$ cat config.mk
export PLATFORM = sky130hd
export DESIGN_NAME = branch_resolve_ctrl
export DESIGN_NICKNAME = d
export VERILOG_FILES = /design/src/rtl/branch_resolve_ctrl.sv
export SDC_FILE = /design/constraint.sdc
export NUM_CORES = 1
export LEC_CHECK = 0
export ABC_AREA = 1
export BUFFER_PORTS_ARGS = -buffer_cell sky130_fd_sc_hd__clkbuf_2
export CORE_MARGIN = 2
export CORE_UTILIZATION = 56
export CTS_CLUSTER_DIAMETER = 80
export DETAILED_ROUTE_END_ITERATION = 12
export PLACE_DENSITY = 0.85
export SLEW_MARGIN = 10
export SYNTH_ARGS = -nofsm -noshare
export SYNTH_HDL_FRONTEND = slang
export SYNTH_SLANG_ARGS = --single-unit
$ cat constraint.sdc
create_clock -name clk -period 19.9 [get_ports clk]
set_input_delay 3.98 -clock clk [delete_from_list [all_inputs] [get_ports clk]]
set_output_delay 3.98 -clock clk [all_outputs]
set_load 0.02 [all_outputs]
$ cat src/rtl/branch_resolve_ctrl.sv
// Branch resolution controller: accepts one branch/jump request, drives the
// shared branch comparator, decodes funct3 into taken/not-taken, returns the
// next fetch PC, holds a pipeline flush after taken redirects and keeps
// branch statistics.
module branch_resolve_ctrl #(
  parameter int XLEN         = 32,
  parameter int FLUSH_CYCLES = 2,
  parameter int CNT_W        = 16
) (
  input  logic             clk,
  input  logic             rst,
  input  logic             req_valid,
  output logic             req_ready,
  input  logic [2:0]       req_funct3,
  input  logic             req_is_jump,
  input  logic [XLEN-1:0]  req_pc,
  input  logic [XLEN-1:0]  req_target,
  input  logic [XLEN-1:0]  req_rs1,
  input  logic [XLEN-1:0]  req_rs2,
  output logic [XLEN-1:0]  cmp_R1,
  output logic [XLEN-1:0]  cmp_R2,
  output logic             cmp_BrUn,
  input  logic             cmp_BrLT,
  input  logic             cmp_BrEQ,
  output logic             resp_valid,
  input  logic             resp_ready,
  output logic             resp_taken,
  output logic [XLEN-1:0]  resp_pc,
  output logic             resp_illegal,
  output logic             resp_misaligned,
  output logic             flush,
  output logic [CNT_W-1:0] stat_branches,
  output logic [CNT_W-1:0] stat_taken
);

  typedef enum logic [1:0] {IDLE, EVAL, RESP, FLUSH} stateE;

  // Flush down-counter only needs to hold FLUSH_CYCLES-1.
  localparam int FCW = (FLUSH_CYCLES > 1) ? $clog2(FLUSH_CYCLES) : 1;

  stateE           state;
  logic [2:0]      funct3Q;
  logic            isJumpQ;
  logic [XLEN-1:0] pcQ;
  logic [XLEN-1:0] targetQ;
  logic [FCW-1:0]  flushCnt;

  logic            evalTaken;
  logic            evalIllegal;
  logic [XLEN-1:0] evalNextPc;

  // Decode the latched funct3 against the live comparator result.
  always_comb begin
    // NOTE: every output of this block gets a default first, so no path
    // through the case can leave a value unassigned and infer a latch.
    evalTaken   = 1'b0;
    evalIllegal = 1'b0;
    if (isJumpQ) begin
      evalTaken = 1'b1;
    end else begin
      case (funct3Q)
        3'b000:  evalTaken   = cmp_BrEQ;
        3'b001:  evalTaken   = !cmp_BrEQ;
        3'b100:  evalTaken   = cmp_BrLT;
        3'b101:  evalTaken   = !cmp_BrLT;
        3'b110:  evalTaken   = cmp_BrLT;
        3'b111:  evalTaken   = !cmp_BrLT;
        default: evalIllegal = 1'b1;
      endcase
    end
    evalNextPc = evalTaken ? targetQ : pcQ + XLEN'(4);
  end

  // Controller FSM with registered handshake, response, flush and statistics.
  always_ff @(posedge clk or posedge rst) begin
    if (rst) begin
      // NOTE: the latched request fields are reset along with the control
      // state because several of them drive outputs with defined reset values.
      state           <= IDLE;
      req_ready       <= 1'b1;
      funct3Q         <= '0;
      isJumpQ         <= 1'b0;
      pcQ             <= '0;
      targetQ         <= '0;
      cmp_R1          <= '0;
      cmp_R2          <= '0;
      cmp_BrUn        <= 1'b0;
      resp_valid      <= 1'b0;
      resp_taken      <= 1'b0;
      resp_pc         <= '0;
      resp_illegal    <= 1'b0;
      resp_misaligned <= 1'b0;
      flush           <= 1'b0;
      flushCnt        <= '0;
      stat_branches   <= '0;
      stat_taken      <= '0;
    end else begin
      // NOTE: non-blocking assignments here so every register samples the
      // pre-edge values, independent of statement order.
      case (state)
        IDLE: begin
          if (req_valid) begin
            funct3Q   <= req_funct3;
            isJumpQ   <= req_is_jump;
            pcQ       <= req_pc;
            targetQ   <= req_target;
            cmp_R1    <= req_rs1;
            cmp_R2    <= req_rs2;
            cmp_BrUn  <= req_funct3[1];
            req_ready <= 1'b0;
            state     <= EVAL;
          end
        end
        EVAL: begin
          resp_taken      <= evalTaken;
          resp_pc         <= evalNextPc;
          resp_illegal    <= evalIllegal;
          resp_misaligned <= evalTaken && (targetQ[1:0] != 2'b00);
          resp_valid      <= 1'b1;
          state           <= RESP;
        end
        RESP: begin
          if (resp_ready) begin
            resp_valid    <= 1'b0;
            stat_branches <= stat_branches + CNT_W'(1);
            if (resp_taken) stat_taken <= stat_taken + CNT_W'(1);
            if (resp_taken && FLUSH_CYCLES > 0) begin
              flush    <= 1'b1;
              flushCnt <= FCW'(FLUSH_CYCLES - 1);
              state    <= FLUSH;
            end else begin
              req_ready <= 1'b1;
              state     <= IDLE;
            end
          end
        end
        FLUSH: begin
          if (flushCnt == '0) begin
            flush     <= 1'b0;
            req_ready <= 1'b1;
            state     <= IDLE;
          end else begin
            flushCnt <= flushCnt - FCW'(1);
          end
        end
        default: state <= IDLE;
      endcase
    end
  end

endmodule

### Word level (Yosys, flattened, before mapping)

Cells that the tools add are included.

| word-level totals | value |
|---|---|
| register bits after elaboration | 206 |
| latch bits | 0 |
| memory bits (writable) | 0 |
| memory bits (read-only) | 0 |
| output and inout bits | 135 |
| memories kept | 0 |

| operators by class | value |
|---|---|
| add/sub/neg operators | 4 |
| multipliers | 0 |
| divide/modulo/power cells | 0 |
| $lt $le $gt $ge | 0 |
| eq/ne operators | 13 |
| shift-type cells | 0 |
| mux-type cells | 23 |
| bitwise operators | 0 |
| reduce and logical (&&, ||, !) cells | 20 |

Operators by type and width:

| cell | count |
|---|---|
| $add 16x1->16 const B | 2 |
| $add 32x3->32 const B | 1 |
| $mux 32 | 1 |
| $eq 3x3->1 const B | 4 |
| $mux 1 | 12 |
| $ne 2x2->1 const B | 5 |
| $reduce_and 3->1 | 3 |
| $mux 2 | 4 |
| $pmux 2 s4 | 1 |
| $pmux 1 s2 | 3 |
| $reduce_and 2->1 | 3 |
| $reduce_bool 2->1 | 3 |
| $reduce_or 6->1 | 1 |
| $reduce_and 5->1 | 1 |
| $eq 2x2->1 const B | 2 |
| $pmux 1 s4 | 1 |
| $reduce_and 4->1 | 1 |
| $reduce_or 2->1 | 2 |
| $eq 3x1->1 const B | 1 |
| $logic_not 3->1 | 1 |
| $pmux 1 s3 | 1 |
| $reduce_bool 3->1 | 1 |
| $eq 2x1->1 const B | 1 |
| $logic_not 1->1 | 2 |
| other kinds (3) | 3 |

### Depth between registers and ports, before layout

| depth | value |
|---|---|
| depth in word-level cells | 5 |
| mapped depth | 10 |
| mapped depth without buffers | 10 |

### Least setup slack after synthesis

No wires, ideal clock.

| path | value |
|---|---|
| path type | input -> register |
| start | in cmp_BrLT |
| end | reg resp_pc[9] |
| data arrival time | 4.754 ns |
| required time | 19.776 ns |
| setup slack | 15.022 ns |
| cell stages on the path | 9 |
| cell sequence | inv_1 nand2_1 nand3_1 nand2_1 nor2_1 buf_2 nand2_1 o211ai_1 nand2_1 |

| on the way | value |
|---|---|
| cells in the longest elaborated chain, start to end | 4 |

RTL lines:

| item | RTL line | source |
|---|---|---|
| start: declaration | 23 | `input logic cmp_BrLT,` |
| $logic_not 1->1 | 65, 67 |  |
| $pmux 1 s4 (*) | 61 | `case (funct3Q)` |
| $mux 1 (*) | 58 | `if (isJumpQ) begin` |
| $mux 32 (*) | 71 | `evalNextPc = evalTaken ? targetQ : pcQ + XLEN'(4);` |
| end signal: assignment | 116 | `resp_pc <= evalNextPc;` |
| end: declaration | 28 | `output logic [XLEN-1:0] resp_pc,` |

Every way passes the cells marked *; elsewhere a longest branch is shown, timed or not.
A chain may end at the register's enable or synchronous reset.

### Final worst setup path

| path | value |
|---|---|
| start | in req_valid |
| end | reg targetQ[17] |

| on the way | value |
|---|---|
| cells in the longest elaborated chain, start to end | 1 |

RTL lines:

| item | RTL line | source |
|---|---|---|
| start: declaration | 12 | `input logic req_valid,` |
| $reduce_and 2->1 (no line) | n/a |  |
| end signal: assignment | 106 | `targetQ <= req_target;` |
| end: declaration | 45 | `logic [XLEN-1:0] targetQ;` |

Every way passes these cells.

==> key figures <==
Timing
  • Skew final: roughly 0.0094 ns
  • Final TNS setup: 0 ns
  • Worst Tran Pin Value: 1.10 ns
  • Crit path time final: 6.17 ns
  • Relative slew slack: a little over a quarter
  • Setup violators final: 0
  • RSZ-0062 raised after global routing: false
  • Fmax: 162 MHz
  • Fin. max-slew vios: 0
  • Final hold viol count: 0
  • Tcrit/Tclk final: approximately 31%

Global routing
  • Global route overflow: 0
  • Largest net degree at the start of global routing: 141
  • Global-route wire length before repair: 39100 um
  • Vias in the first global route: 8112
  • Gr usage total: 27.3%
  • Initial antenna violation count: 0

Placed design
  • Detail Placement HPWL: 17200 um
  • Port Buf Inserts: between 200 and 300
  • Placer congestion estimate: 0.972

Clock network
  • Worst-path clk slew: 0.06 ns
  • Clock Path Buffers: 3
  • Htree depth: 1
  • Clock latency on the worst-skew pair: 0.51 ns
  • CTS hold repair buffers: 0
  • TritonCTS clock tree: built
  • Post-CTS Setup Inserts: 0
  • CTS Buf Count: 23
  • Post-CTS Resized: 0
  • Clk root buf: clkbuf_16
  • Clock sink count: 205

Route
  • Final WL: 24400 um
  • Routed Antenna Nets: 0
  • DRC viols: 0
  • WL per Instance: 14.5 um
  • TritonRoute pass-1 iters: 5
  • Iteration-0 DRC Markers: slightly above 500
  • Via density: 5.08
  • Via Count: about 8.5k

Logic synthesis
  • Sequential area share after synthesis: 55.1%
  • Top cells by area, synth: dfrtp_1 (55%), nand2_1 (21%), inv_1 (3.7%)
  • Yosys warns: 0
  • Yosys reg bits: 205
  • Post-synth top cells: nand2_1 (522), dfrtp_1 (204), inv_1 (93)
  • Post-synth ARST share: 100%
  • Area leader, netlist: dfrtp_1
  • Mapped Nets: 1323
  • Count leader, synth: nand2_1
  • Most common flop cell mapped by yosys: dfrtp_1
  • Post-synthesis cell count: 1182
  • Mapped cell area: 9320 sq um
  • Post-synth cell types: 29
  • Share of Yosys cell area claimed by the top area cell type: 54.8%
  • Post-synth EDFFs: 0
  • Post-synthesis area per instance: 7.88 sq um

Floorplan
  • Die X: around 130 um
  • Starting Density: 56.8%
  • Die area: 17700 sq um
  • Row cnt: 47
  • Top Ports: 273
  • Core area: 16400 sq um
  • Die height: 133 um

Cells and area
  • Layout cells sized above 1: a little under a quarter
  • Nets: 1582
  • Antenna fix cells: 0
  • Layout area overhead: 24.4%

Worst setup path
  • Critical path type: in2reg
  • Crit Path Max Fanout: 123
  • Kind of start point of the critical path: input pin
  • CP Data Arrival Time: 6.57 ns
  • Critical Path, Cell by Cell: clkbuf_2 > nand2_4 > inv_4 > buf_4 > nand2_1 > o21ai_0
  • Slowest cell on crit path: buf_4
  • CP required: 20.30 ns
  • CP peak stage delay: 0.92 ns
  • Depth of the most critical reg-to-reg path: 6
  • Worst Setup End Kind: flop

Min path
  • Hold Crit Depth: 2
  • Hold Crit Class: reg2reg

Power
  • LEAKAGE: 6.25 nW
  • Overall power: 0.00192 W
  • Worst vdd ir: 0.103 mV
  • Power Density: ~170 nW/um^2

Run status
  • Status: finished, final reports clean

Flow run
  • MaxCap Viol Count: 0
## stage by stage
stage	instances	setup slack (ns)	hold slack, ns	util [%]	area, sq um
6_report	1678	13.73	0.466	70.7	11600
5_1_grt	1678	13.50	0.496	70.7	11600
4_1_cts	1678	13.80	0.466	70.7	11600
3_5_place_dp	1636	13.29	0.456	65.9	10800
3_3_place_gp	1636	13.36	0.456	65.9	10800
2_1_floorplan	1182	10.33	0.449	-	9320
## sequential cells by signal (all words and copies together), names as in the netlist, 2 cells and up
name,flops
cmp_R1,32
cmp_R2,32
pcQ,32
resp_pc,32
targetQ,32
stat_branches,16
stat_taken,16
funct3Q,3
state,2
## metal layers
metal,wire (um),GRT usage (%),vias up
met4,632,8.00,0
met1,10100,36.0,3970
li1,-,-,4188
met2,11800,46.1,321
met3,1850,5.44,49
met5,0,0,-
## placed cells by master, fill, tap and decap left out, types with 2 or more instances in the layout
cell	count
nand4_1	9
inv_1	92
clkinv_2	3
clkinv_4	2
nand3_1	65
xnor2_1	6
bufinv_16	2
nor3_2	2
clkbuf_16	23
dfrtp_1	204
ha_1	3
a21oi_1	36
clkbuf_8	4
clkinvlp_4	5
o211ai_1	4
clkbuf_1	2
clkbuf_2	272
nand2_1	522
nor3b_1	2
inv_2	5
xor2_1	22
nor2_2	7
nor3_1	5
nor2_1	79
buf_4	5
o21ai_0	64
## layout make-up
class                   instances  area [sq um]
clock buffers                  29           638
flip-flops and latches        205          5130
inverters                      99           382
fillers                      1301          4810
well taps                     220           275
repair buffers                277          1400
clock inverters                13           139
multi-input cells             835          3630
## worst max-delay path: cells and delay by family
family          cells  cell delay [ns]
simple gates        2             0.63
compound gates      1             0.15
buf+inv             3             1.69
## logic make-up after synthesis
family | count (synthesis) | share of synthesized area, %
buffers and inverters | 142 | 6.07
adders and majority gates | 3 | 0.403
xor gates and xnor gates | 28 | 2.63
AOI/OAI and AO/OA | 108 | 6.03
and+or+nand+nor | 696 | 29.8
DFF | 205 | 55.1
## worst paths after layout
path	startpoint	to	slack [ns]
worst max-delay path	req_valid	targetQ[17]	13.73
worst min-delay path	req_ready	req_ready	0.47
worst max register to register	state[1]	targetQ[17]	16.59
worst min register to register	req_ready	req_ready	0.47
max in group asynchronous	rst	cmp_R2[19]	14.87
min in group asynchronous	rst	cmp_R1[25]	3.62
## where the power goes
group / switching [W] / internal (W) / total [W]
clock: 0.000171 / 0.000255 / 0.000426
sequential: 0.000137 / 0.000604 / 0.000740
combinational: 0.000517 / 0.000239 / 0.000756
Note: power is estimated with default switching activity, not from simulation.
